File: src/rtl/oam_dma_sink.sv
// OAM-side responder for the sprite DMA: two-stage DMA write pipeline, CPU/PPU arbitration, status.
// Optional build macro OAM_DMA_SEQ_CHECK_EN adds the in-order DMA index checker driving seq_err.
module oam_dma_sink (
    input  logic        clk1,
    input  logic        reset,
    input  logic        dma_run,
    input  logic        dma_wr_stb,
    input  logic [7:0]  dma_a,
    input  logic [7:0]  dma_d,
    input  logic        cpu_oam_sel,
    input  logic        cpu_rd,
    input  logic        cpu_wr,
    input  logic [7:0]  cpu_a,
    input  logic [7:0]  cpu_d_in,
    output logic [7:0]  cpu_d_out,
    input  logic        ppu_rd,
    input  logic [7:0]  ppu_a,
    output logic [15:0] ppu_d,
    output logic        dma_done,
    output logic [7:0]  byte_cnt,
    output logic        addr_err,
    output logic        seq_err
);
    localparam logic [7:0] OAM_DEPTH = 8'd160;

    logic [7:0]  oam [0:159];
    logic        run_q;
    logic        run_rise;
    logic        busy;
    logic [7:0]  cnt_eff;
    logic        stb_acc;
    logic        stb_ok;
    logic        stb_bad;
    logic        vld_p0;
    logic [7:0]  a_p0;
    logic [7:0]  d_p0;
    logic        cpu_vld_p0;
    logic [7:0]  cpu_dat_p0;
    logic        ppu_vld_p0;
    logic [15:0] ppu_dat_p0;
    logic [7:0]  ppu_lo;
    logic [7:0]  ppu_hi;
    logic        cpu_wr_ok;

    assign run_rise  = dma_run & ~run_q;
    assign busy      = dma_run | vld_p0;
    // Expected index of an incoming byte: committed count plus the one still pending.
    assign cnt_eff   = run_rise ? 8'd0 : byte_cnt + {7'd0, vld_p0};
    assign stb_acc   = dma_wr_stb & dma_run;
    assign stb_ok    = stb_acc & (dma_a < OAM_DEPTH) & (cnt_eff != OAM_DEPTH);
    assign stb_bad   = stb_acc & ~stb_ok;
    assign ppu_lo    = {ppu_a[7:1], 1'b0};
    assign ppu_hi    = {ppu_a[7:1], 1'b1};
    assign cpu_wr_ok = cpu_oam_sel & cpu_wr & ~busy & (cpu_a < OAM_DEPTH);

    always_ff @(posedge clk1 or posedge reset) begin
        if (reset) begin
            run_q      <= 1'b0;
            vld_p0     <= 1'b0;
            byte_cnt   <= 8'd0;
            dma_done   <= 1'b0;
            addr_err   <= 1'b0;
            cpu_vld_p0 <= 1'b0;
            ppu_vld_p0 <= 1'b0;
            cpu_d_out  <= 8'hFF;
            ppu_d      <= 16'hFFFF;
        end else begin
            run_q      <= dma_run;
            vld_p0     <= stb_ok;
            byte_cnt   <= run_rise ? 8'd0 : byte_cnt + {7'd0, vld_p0};
            dma_done   <= vld_p0 & ~run_rise & dma_run & (byte_cnt == OAM_DEPTH - 8'd1);
            addr_err   <= stb_bad | (addr_err & ~run_rise);
            cpu_vld_p0 <= cpu_oam_sel & cpu_rd;
            ppu_vld_p0 <= ppu_rd;
            // Stage 1: present read data captured one edge earlier
            if (cpu_vld_p0)
                cpu_d_out <= cpu_dat_p0;
            if (ppu_vld_p0)
                ppu_d <= ppu_dat_p0;
        end
    end

    // Stage 0: capture pending DMA byte and snapshot read data (pre-write array contents)
    always_ff @(posedge clk1) begin
        a_p0       <= dma_a;
        d_p0       <= dma_d;
        cpu_dat_p0 <= busy ? 8'hFF : ((cpu_a >= OAM_DEPTH) ? 8'h00 : oam[cpu_a]);
        ppu_dat_p0 <= busy ? 16'hFFFF :
                      ((ppu_a >= OAM_DEPTH) ? 16'h0000 : {oam[ppu_hi], oam[ppu_lo]});
        // Stage 1: commit; a pending DMA write implies busy, so the CPU path cannot collide
        if (vld_p0)
            oam[a_p0] <= d_p0;
        else if (cpu_wr_ok)
            oam[cpu_a] <= cpu_d_in;
    end

`ifdef OAM_DMA_SEQ_CHECK_EN
    always_ff @(posedge clk1 or posedge reset) begin
        if (reset)
            seq_err <= 1'b0;
        else
            seq_err <= (stb_ok & (dma_a != cnt_eff)) | (seq_err & ~run_rise);
    end
`else
    assign seq_err = 1'b0;
`endif

endmodule

File: config.mk
export PLATFORM = sky130hd
export DESIGN_NAME = oam_dma_sink
export DESIGN_NICKNAME = d
export VERILOG_FILES = /design/src/rtl/oam_dma_sink.sv
export SDC_FILE = /design/constraint.sdc
export NUM_CORES = 2
export LEC_CHECK = 0
export BUFFER_PORTS_ARGS = -buffer_cell sky130_fd_sc_hd__buf_2
export CELL_PAD_IN_SITES_DETAIL_PLACEMENT = 0
export CELL_PAD_IN_SITES_GLOBAL_PLACEMENT = 1
export CORE_ASPECT_RATIO = 1.5
export CORE_MARGIN = 2
export CORE_UTILIZATION = 40
export CTS_BUF_LIST = sky130_fd_sc_hd__clkbuf_4 sky130_fd_sc_hd__clkbuf_8
export DETAILED_ROUTE_END_ITERATION = 16
export PLACE_DENSITY_LB_ADDON = 0.1
export SLEW_MARGIN = 15
export SYNTH_ARGS = -nofsm -noshare
export SYNTH_HDL_FRONTEND = slang
export SYNTH_SLANG_ARGS = --single-unit
File: constraint.sdc
create_clock -name clk1 -period 5.8 [get_ports clk1]
set_input_delay 1.16 -clock clk1 [delete_from_list [all_inputs] [get_ports clk1]]
set_output_delay 1.16 -clock clk1 [all_outputs]
set_load 0.05 [all_outputs]
==> results.md <==
* Crit end category: flop
* Area delta synth->final at 14.2%
* Slew @ Worst Pin at 1.17 ns
* Met1 Resource Use GR at 33.7%
* Post-CTS Setup Bufs at 0
* P_int at 0.0158 W
* Core Footprint at 0.156 mm²
* Tot Pwr at 0.0212 W
* Vias in the first global route at 38,300
* Initial Util at 40.2%
* Via density at 6.32
* R2R cell count at 9
* Critical Path RT at 6.48 ns
* Die Y at 489 µm
* Starting DRT DRC Count at 3,986
* Worst Setup EP: oam[124][0]$_DFFE_PP_
* Wire per inst at 38.9 µm
* Final Cycle Share at 68.1%
* WL final at 226 mm
* Post-cts sizing count at 0
* Clk_lat worst skew at 1.00 ns
* Mapped Cells at 3,204
* Highest clock rate at 253 MHz
* Vias at 36,800
* TritonCTS buffer count at 209
* Worst Hold Class: in -> reg
* DRT antenna net count at 0
* Fin cells at 5,815
* CTS clk-pin slew, worst paths at 0.06 ns
* H-tree levels at 4
* Synth Flop Type: edfxtp_1
* Tot GR Track Use at 28.4%
* Final #Nets at 3,613
* Commonest non-fill, non-tap cell in the layout: edfxtp_1
* Drt pass-1 iters at 5
* Worst EP arrival at 4.63 ns
* CP Launch Type: primary input
* Pin count of the biggest net entering global routing at 91
* Die width at 328 µm
* CP max FO at 17
* Post-cts hold buffer count at 0
* Max Cap Viol at 0
* Status: finished clean
* PD cells at 296 mW/mm²
* Leak Pwr at 23.3 nW
* Initial antenna violation count at 19
* Port Buf Inserts at 80
* Post-route DRC violation count at 0
* Syn_nets at 3,254
* Final hold violation count at 0
* Async SR Flop Fraction at 2.80%
* # IOs at 83
* Slew Limit Fails at 0
* Clock sink count at 1,358
* CTS tree: built
* Avg Inst Size Synth at 19.6 µm²
* Final core utilization at 45.9%
* WS Path Type: in -> reg
* Sw Pwr at 0.00541 W
* Combinational cell fraction of total power at 10.0%
* Max Clock Skew at 0.0529 ns
* Setup violators final at 0
* RSZ-0062 raised after global routing: false
* R2r startpoint: vld_p0$_DFF_PP0_
* Final min period at 3.95 ns
* Max VDD drop at 0.000209 V
* First-pass GRT wire length at 311 mm
* Gr ovfl total at 0
* CP Launch Point: cpu_a[5]
* Met2 Track Usage GR at 49.4%
* RR Endpoint: oam[124][0]$_DFFE_PP_
* HPWL after detailed placement at 159 mm
* Row cnt at 178
* YS warnings at 0
* Clock power share at 38.6%
* Flop pwr share at 51.3%
* Seq cells post-synth at 1,358
* RePlAce Congestion at 0.924
* CTS Root Cell: clkbuf_8
* Netlist cell types at 67
* Commonest cells after routing, fill and taps aside: 1,280 x edfxtp_1, 682 x mux4_2, 282 x buf_4
* Post-synth EDFFs at 1,280
* Clock tree buffer depth at 3
* Die area at 0.160 mm²
* Placed cells at 5,422
* Fin Setup TNS at 0 ns
* Slew margin rel. at 21.7%
* Met3 usage at 4.54%
* Net Sw Frac at 25.5%
* Grt peak-use layer: met2
* Layout cell share with drive strength beyond 1 at 40.4%
* Synthesized cell area at 0.0628 mm²
* Register area share after synthesis at 64.0%
* R2R Setup Slk at 1.92 ns
## per-layer routing
layer | wire length, µm | vias to the layer above | part of all wire [%]
met5 | 170 | - | 0.075
met4 | 13300 | 12 | 5.9
met3 | 15000 | 455 | 6.6
met2 | 117000 | 1850 | 52
met1 | 80900 | 20000 | 36
li1 | - | 14500 | -
## critical path: stages
cell     delay (ns)
buf_2          0.11
or2_1          0.47
nand2_1        0.22
nand4_1        0.38
buf_4          0.37
or3_1          0.35
o31ai_2        0.16
nand3_2        0.53
buf_4          0.36
nor2_1         0.25
buf_4          0.24
## state kept, by name, summed over array words and instances, names as in the netlist
name        count
a_p0            8
addr_err        1
byte_cnt        8
cpu_d_out       8
cpu_dat_p0      8
cpu_vld_p0      1
d_p0            8
dma_done        1
oam          1280
ppu_d          16
ppu_dat_p0     16
ppu_vld_p0      1
run_q           1
vld_p0          1
## synth_stat cells, types with 3 or more instances
library cell | count | area share (%)
buf_4 | 35 | 0.42
mux4_2 | 682 | 24
a22o_1 | 3 | 0.042
a31oi_1 | 10 | 0.10
and3_1 | 6 | 0.060
buf_2 | 86 | 0.69
mux2_2 | 50 | 0.90
dfstp_2 | 24 | 1.0
inv_1 | 5 | 0.030
o41ai_1 | 5 | 0.070
a211o_1 | 3 | 0.042
nand2b_1 | 8 | 0.080
o221ai_1 | 9 | 0.13
a2111oi_0 | 5 | 0.070
dfxtp_1 | 40 | 1.3
nand4_1 | 15 | 0.15
o22ai_1 | 12 | 0.12
nor3_1 | 9 | 0.072
a221oi_1 | 27 | 0.38
mux2i_1 | 153 | 2.4
dfrtp_1 | 14 | 0.56
buf_6 | 8 | 0.14
nand2_1 | 114 | 0.68
a22oi_1 | 48 | 0.57
clkbuf_1 | 93 | 0.56
a221oi_2 | 5 | 0.12
nand3_1 | 50 | 0.40
nand3_2 | 3 | 0.048
nor2b_1 | 12 | 0.12
nand3b_1 | 13 | 0.16
o31ai_1 | 6 | 0.072
o21ai_0 | 24 | 0.19
edfxtp_1 | 1280 | 61
nor2_1 | 197 | 1.2
xor2_1 | 3 | 0.042
a21oi_1 | 36 | 0.29
o211ai_1 | 4 | 0.048
o21ai_1 | 21 | 0.17
a32oi_1 | 19 | 0.26
a211oi_1 | 4 | 0.048
buf_1 | 21 | 0.13
or3_1 | 6 | 0.060
## kinds of logic (layout without fill, tap and decap cells)
| kind of cell | count (synthesis) | count (layout) | synth area share [%] |
|---|---|---|---|
| other cells | 1 | 7 | 0.00597 |
| flops | 1358 | 1358 | 64.0 |
| xor+xnor | 5 | 5 | 0.0697 |
| fa+ha+maj | 2 | 2 | 0.0398 |
| compound gates | 255 | 255 | 2.91 |
| simple gates | 447 | 447 | 3.17 |
| buf+inv | 251 | 786 | 1.98 |
| mux | 885 | 885 | 27.8 |
## how the worst min path moves through the flow
stage / slack (ns) / to / startpoint / cells past startpoint
after floorplan: 0.44 / cpu_d_out[0]$_DFFE_PP1P_ / cpu_dat_p0[0]$_SDFF_PP1_ / 1
after detailed placement: 0.45 / ppu_d[15]$_DFFE_PP1P_ / ppu_dat_p0[15]$_SDFF_PP1_ / 1
after CTS: 0.18 / d_p0[1]$_DFF_P_ / dma_d[1] / 1
final: 0.26 / a_p0[0]$_DFF_P_ / dma_a[0] / 1
after global placement: 0.44 / cpu_d_out[3]$_DFFE_PP1P_ / cpu_dat_p0[3]$_SDFF_PP1_ / 1
after global routing: 0.25 / a_p0[0]$_DFF_P_ / dma_a[0] / 1
## cell type report
type	instances	area [µm²]
timing repair buffer	392	3200
fill	13500	84600
sequential	1358	40200
multi-input combinational	1595	21400
clock buffer	278	3410
antenna	6	15.0
inverter	7	28.8
clock inverter	109	791
tap	2070	2590
## through the flow
step / cell area, µm² / hold slack [ns] / setup WS, ns
after global routing: 71700 / 0.245 / 1.76
final: 71700 / 0.263 / 1.85
after floorplan: 62800 / 0.439 / 0.644
after CTS: 71700 / 0.180 / 2.03
after detailed placement: 67500 / 0.448 / 0.978
after global placement: 67500 / 0.444 / 1.06
## power groups by stage
stage          registers, W  logic (W)  clock network [W]
2_1_floorplan        0.0112    0.00113                  0
3_3_place_gp         0.0111    0.00209                  0
3_5_place_dp         0.0111    0.00213                  0
4_1_cts              0.0109    0.00213            0.00836
5_1_grt              0.0109    0.00220            0.00874
6_report             0.0109    0.00213            0.00821
(Power assumes the default switching activity.)
